--- src/rtl/irq_priority_queue.sv ---
// Request capture and sequencing ahead of the priority encoder. Rising edges on req
// become sticky pending events. The highest unmasked pending bit is handed out over valid/ready.
module irq_priority_queue #(
  parameter int unsigned N  = 8,
  parameter int unsigned CW = 3
) (
  input  logic          clk,
  input  logic          rst_n,
  input  logic [N-1:0]  req,
  input  logic          mask_wr,
  input  logic [N-1:0]  mask_in,
  output logic [CW-1:0] code,
  output logic          valid,
  input  logic          ready,
  output logic          any_pend,
  output logic [CW:0]   pend_cnt,
  output logic          ovf,
  input  logic          ovf_clr
);

  typedef enum logic {
    IDLE    = 1'b0,
    PRESENT = 1'b1
  } state_t;

  state_t        state;
  state_t        state_nxt;
  logic [N-1:0]  req_q;
  logic [N-1:0]  pending;
  logic [N-1:0]  mask;
  logic [N-1:0]  rise;
  logic [N-1:0]  clr;
  logic [N-1:0]  pend_nxt;
  logic [N-1:0]  eligible;
  logic [CW-1:0] sel_code;
  logic [CW-1:0] code_nxt;
  logic          valid_nxt;
  logic          ovf_set;
  logic          ovf_nxt;
  logic [CW:0]   cnt_nxt;

  // Event capture: a set on the same edge as a clear re-queues the event
  always_comb begin
    rise = req & ~req_q;
    clr  = '0;
    if (valid && ready) begin
      clr = N'(1) << code;
    end
    pend_nxt = (pending & ~clr) | rise;
    ovf_set  = |(rise & pending & ~clr);
    ovf_nxt  = ovf;
    if (ovf_clr) begin
      ovf_nxt = 1'b0;
    end
    if (ovf_set) begin
      ovf_nxt = 1'b1;
    end
  end

  // Highest-index eligible bit wins; ascending scan lets the last hit stick
  always_comb begin
    eligible = pending & ~mask;
    sel_code = '0;
    for (int unsigned i = 0; i < N; i++) begin
      if (eligible[i]) begin
        sel_code = CW'(i);
      end
    end
  end

  always_comb begin
    cnt_nxt = '0;
    for (int unsigned i = 0; i < N; i++) begin
      cnt_nxt = cnt_nxt + (CW+1)'(pend_nxt[i]);
    end
  end

  // Next-state and presented-code logic; code stays frozen while presenting
  always_comb begin
    state_nxt = state;
    code_nxt  = code;
    valid_nxt = valid;
    case (state)
      IDLE: begin
        valid_nxt = 1'b0;
        if (|eligible) begin
          code_nxt  = sel_code;
          valid_nxt = 1'b1;
          state_nxt = PRESENT;
        end
      end
      PRESENT: begin
        if (ready) begin
          valid_nxt = 1'b0;
          state_nxt = IDLE;
        end
      end
      default: begin
        valid_nxt = 1'b0;
        state_nxt = IDLE;
      end
    endcase
  end

  always_ff @(posedge clk) begin
    if (!rst_n) begin
      state <= IDLE;
    end else begin
      state <= state_nxt;
    end
  end

  // req_q resets high so lines held through reset need a fresh rise
  always_ff @(posedge clk) begin
    if (!rst_n) begin
      req_q    <= '1;
      pending  <= '0;
      mask     <= '0;
      code     <= '0;
      valid    <= 1'b0;
      ovf      <= 1'b0;
      any_pend <= 1'b0;
      pend_cnt <= '0;
    end else begin
      req_q    <= req;
      pending  <= pend_nxt;
      if (mask_wr) begin
        mask <= mask_in;
      end
      code     <= code_nxt;
      valid    <= valid_nxt;
      ovf      <= ovf_nxt;
      any_pend <= |pend_nxt;
      pend_cnt <= cnt_nxt;
    end
  end

endmodule
--- config.mk ---
export PLATFORM = sky130hd
export DESIGN_NAME = irq_priority_queue
export DESIGN_NICKNAME = d
export VERILOG_FILES = /design/src/rtl/irq_priority_queue.sv
export SDC_FILE = /design/constraint.sdc
export NUM_CORES = 1
export LEC_CHECK = 0
export CORE_ASPECT_RATIO = 1.5
export CORE_MARGIN = 4
export CORE_UTILIZATION = 40
export DETAILED_ROUTE_END_ITERATION = 7
export PLACE_DENSITY = 0.74
export SLEW_MARGIN = 20
export SYNTH_ARGS = -nofsm -noshare
export SYNTH_HDL_FRONTEND = slang
export SYNTH_SLANG_ARGS = --single-unit
--- constraint.sdc ---
create_clock -name clk -period 3.9 [get_ports clk]
set_input_delay 0.78 -clock clk [delete_from_list [all_inputs] [get_ports clk]]
set_output_delay 0.78 -clock clk [all_outputs]
set_load 0.02 [all_outputs]
# Word-level counts from Yosys, hierarchy flattened
# Index checks and enable logic that the tools add are counted.
# word_totals
regBits,35
latchBits,0
ramBits,0
mem_bits_ro,0
inputBits,21
out_inout_bits,10
word_cells,49
mem_count,0
# op_classes
addsub,7
multipliers,0
div_mod_pow,0
order_cmp,0
eq_ne,1
shifts,1
n_mux,15
n_bitwise,10
n_reduce_logical,6
# ops
cell,count
$and 8x8->8,5
$not 8->8,3
$reduce_or 8->1,3
$mux 3,6
$add 4x1->4,4
$mux 8,1
$or 8x8->8,1
$shl 1x3->8 const A,1
$mux 1,6
$add 3x1->4,1
$pmux 1 s2,2
$add 2x1->3,1
$add 1x1->2,1
$ne 2x2->1 const B,1
$reduce_and 2->1,1
$reduce_bool 2->1,1
$logic_and 1x1->1,1
$not 1->1,1

# Longest topological paths before layout
# depth
word_depth,12
mapped_depth,13

# Least setup slack after synthesis
# OpenSTA, ideal clock, no wires.
# synth_path
path_type,input to register
from,input ready
to,register pend_cnt[2]
setup_time_ps,128
t_arrival_ps,3524
required_ps,3772
path_slack_ps,248
cell_stages,12
path_buffers,0
path_cell_list,and3b_2 nand3b_1 a21oi_1 fa_1 fa_1 fa_1 inv_1 ha_1 inv_1 fa_1 xor2_1 nor2_1
# synth_between
elab_chain_cells,12
# synth_lines
item,line_no,rtl
start: declaration,14,"input logic ready,"
$logic_and 1x1->1 *,46,if (valid && ready) begin
$mux 8 *,46,
$not 8->8 *,49,pend_nxt = (pending & ~clr) | rise;
$and 8x8->8 *,49,
$or 8x8->8 *,49,
$add 1x1->2,74,cnt_nxt = cnt_nxt + (CW+1)'(pend_nxt[i]);
$add 2x1->3,74,
$add 3x1->4,74,
$add 4x1->4 (3 in series),74,
$add 4x1->4 *,74,
end signal: assignment,134,pend_cnt <= cnt_nxt;
end: declaration,16,"output logic [CW:0] pend_cnt,"
# Every way passes the cells marked *; elsewhere a longest branch is shown, timed or not.
# A chain may end at the register's enable or synchronous reset.

# Worst setup path in the final report
# layout_path
from,input req[3]
to,register pend_cnt[1]
# layout_between
elab_chain_cells,7
# layout_lines
item,line_no,rtl
start: declaration,9,"input logic [N-1:0] req,"
$and 8x8->8,44,rise = req & ~req_q;
$or 8x8->8,49,
$add 3x1->4,74,
$add 4x1->4 (4 in series),74,
# No other way between the ends.

==> flow_metrics.py <==
metrics = {
    "worst_setup_path": {
        "critPathMaxStageDelay_ns": 0.58,
        "reg2reg_from": "code[2]",
        "worstSetupPathType": "in2reg",
        "crit_top_cell": "fa_1",
        "cp_data_required_time_ns": 4.05,
        "cp_num_buf_inv": 3,
        "reg2reg_depth": 11,
        "arrival_ns": 3.91,
        "crit_path_start": "req[3]",
        "crit_path_start_kind": "input pin",
        "endpoint_kind": "flip-flop",
        "slowest_stage": "fa_1",
        "cp.depth": 11,
        "critPathMaxFanout": 2,
        "ff2ff_setup_slack_ns": 0.48,
        "crit_family": "adder cells",
        "path_cells": "clkdlybuf4s50_1 -> nor2b_1 -> a21oi_2 -> fa_1 -> fa_1 -> fa_1 -> inv_1 -> ha_2 -> inv_1 -> fa_2 -> nor2_1",
        "crit_end": "pend_cnt[1]",
        "timing.rr.end": "pend_cnt[1]",
    },
    "timing": {
        "post-route-worst-setup-slack_ns": 0.135,
        "drv_slew": 0,
        "fin_setup_tns_ns": 0,
        "slew-limit-headroom_pct": 54.3,
        "rsz0062_at_grt": "false",
        "setup_viol": 0,
        "hold_violations": 0,
        "worstMarginPinSlew_ns": 0.684,
        "fmax_mhz": 266,
        "fin_crit_ns": 3.77,
        "fin_crit_sh_pct": 96.5,
        "holdWs_ns": 0.495,
        "finalClockSkew_ns": 0.00350,
    },
    "run_status": {
        "status": "finished, final reports clean",
    },
    "floorplanning": {
        "die-area_um2": 5010,
        "dieHeight_um": 84.7,
        "start_util_pct": 42.3,
        "core_area_um2": 3720,
        "ios": 31,
        "die_w_um": 59.2,
        "row_count": 27,
    },
    "synthesis": {
        "synth_compound_area_share_pct": 12.5,
        "netlist_instances": 172,
        "synth_seq_cells": 35,
        "yosysUniqueCellTypes": 37,
        "synth_area_per_cell_um2": 9.13,
        "synth_warnings": 0,
        "synth_top_family_by_area": "simple AND/OR/NAND/NOR gates",
        "mappedNetlistNets": 201,
        "synth-xor-area-share_pct": 0.558,
        "netlist_area_um2": 1570,
        "synthAdderAreaFrac_pct": 8.29,
        "synthMuxAreaShare_pct": 5.10,
        "yosys.area_share.simple_pct": 23.8,
        "ys_seq_area_share_pct": 44.6,
    },
    "detailed_routing": {
        "ant_nets": 0,
        "wl_mm": 3.41,
        "drc_errors": 0,
        "wl_per_cell_um": 13.3,
        "drtIter0Drc": 47,
        "dr.pass1.iters": 4,
        "via_per_inst": 5.00,
        "via_count": 1285,
    },
    "hold_path": {
        "hold_path.class": "reg2reg",
        "holdPathStages": 2,
    },
    "grt": {
        "grt_usage_pct": 15.1,
        "grt_pass1_vias": 1276,
        "grt_pass1_wl_mm": 5.64,
        "grt_start_max_net_pins": 23,
        "antenna_found_initial": 0,
        "globalRouteOverflowTotal": 0,
    },
    "finish": {
        "layout_common_cells": "dfxtp_1, clkdlybuf4s50_1, nor2_1",
        "nFillCells": 350,
        "synthToLayoutAreaGrowth_pct": 32.3,
        "layout_commonest_cell": "dfxtp_1",
        "drive_gt1_share_pct": 13.1,
        "diodes": 0,
        "num-nets-final": 242,
    },
    "power_and_ir_drop": {
        "p_int_mw": 0.626,
        "clkPwrFrac_pct": 28.0,
        "ir_drop_mv": 0.287,
        "switching_share_pct": 29.4,
        "powerDensity_nw_per_um2": 426,
        "power_frac_seq_pct": 47.2,
        "combPwrFrac_pct": 24.8,
        "leakage_nw": 0.890,
        "power.switching_mw": 0.260,
    },
    "clock_network": {
        "clockBufferDepth": 2,
        "path_clk_slew_ns": 0.07,
        "cts-htree-levels": 2,
        "worstSkewPairLatency_ns": 0.28,
        "cts_root_buffer": "clkbuf_8",
        "hold_buffers": 0,
        "numCtsBuffers": 5,
        "cts_tree": "built",
        "cts_sinks": 35,
    },
    "placement": {
        "post-dp-hpwl_mm": 2.55,
        "gp_congestion": 0.765,
        "io_buffers": 30,
        "pre_cts_ws_ns": -0.399,
    },
    "job": {
        "cap_violations": 0,
    },
}
==> worst reg2reg max path, delay by kind of cell (launching register included) <==
family | cells | cell delay [ns]
AOI/OAI and AO/OA | 1 | 0.21
adders and majority gates | 5 | 2.15
buffers and inverters | 2 | 0.12
DFF | 1 | 0.36
and+or+nand+nor | 3 | 0.44
==> state kept, by name (all words and copies together) (netlist names), 3 cells and up <==
| signal | flops |
|---|---|
| pending | 8 |
| mask | 8 |
| req_q | 8 |
| code | 3 |
| pend_cnt | 4 |
==> repair_timing <==
item / 4_1_cts / 5_1_grt
gates resized for setup: 3 / 4
setup endpoints to repair: 2 / 2
setup buffers: 0 / 1
pin swaps: 3 / 5
==> final cells by class <==
class	instances	area, um2	share of cell area (%)
Clock buffer	5	68.8	3.31
Clock inverter	3	15.0	0.723
Inverter	14	52.6	2.53
Multi-Input combinational cell	117	808	38.9
Sequential cell	35	701	33.7
Tap cell	43	53.8	2.59
Timing Repair Buffer	40	378	18.2
==> synthesized netlist by cell type, drive strengths merged <==
master,n,area (um2)
nor2,26,97.6
mux2i,8,80.1
nand2,7,26.3
a2111oi,1,15.0
a311oi,1,8.76
and2,3,18.8
ha,4,50.1
o31a,1,8.76
a32oi,1,8.76
nor2b,12,75.1
nand4b,1,8.76
nand2b,11,68.8
o21a,1,7.51
a21oi,8,40.0
nand3,5,25.0
and2b,1,7.51
inv,14,52.6
dfxtp,35,701
and3,2,13.8
a21o,2,15.0
buf,2,11.3
nand3b,1,7.51
fa,4,80.1
xor2,1,8.76
o21ai,6,30.0
o31ai,1,12.5
nor4bb,1,10.0
o2111ai,1,8.76
a311o,1,10.0
o211ai,3,22.5
nor3,1,5.00
and3b,1,10.0
a41oi,1,8.76
clkbuf,4,16.3
==> how the worst min path moves through the flow <==
stage	startpoint	end
5_1_grt	mask[5]	mask[5]
3_3_place_gp	mask[0]	mask[0]
2_1_floorplan	mask[4]	mask[4]
4_1_cts	mask[4]	mask[4]
3_5_place_dp	mask[4]	mask[4]
6_report	mask[0]	mask[0]
==> through the flow <==
stage               cells  power, mW  utilization [%]  instance area [um2]
floorplan             172      0.552                -                 1570
global placement      248      0.638             52.9                 1960
detailed placement    248      0.642             52.9                 1960
CTS                   256      0.896             55.4                 2060
global route          257      0.943             55.9                 2080
finish                257      0.886             55.9                 2080
==> power by group through the flow <==
stage               clock [mW]  sequential (mW)  combinational [mW]
global route             0.271            0.422               0.250
CTS                      0.258            0.418               0.220
floorplan                    0            0.435               0.117
detailed placement           0            0.425               0.217
finish                   0.248            0.418               0.220
global placement             0            0.425               0.214
==> per-layer routing <==
layer	track usage [%]	wire [um]	vias to the layer above
li1	-	-	653
met1	15.0	1300	584
met2	26.5	1820	39
met3	4.15	184	9
met4	9.28	100	0
met5	0	0	-
==> kinds of logic after synthesis <==
| kind of cell | count (synthesis) |
|---|---|
| flops | 35 |
| compound gates | 28 |
| buf+inv | 20 |
| xor+xnor | 1 |
| simple gates | 72 |
| mux | 8 |
| fa+ha+maj | 8 |
No activity file was read; power rests on OpenSTA's default activity.
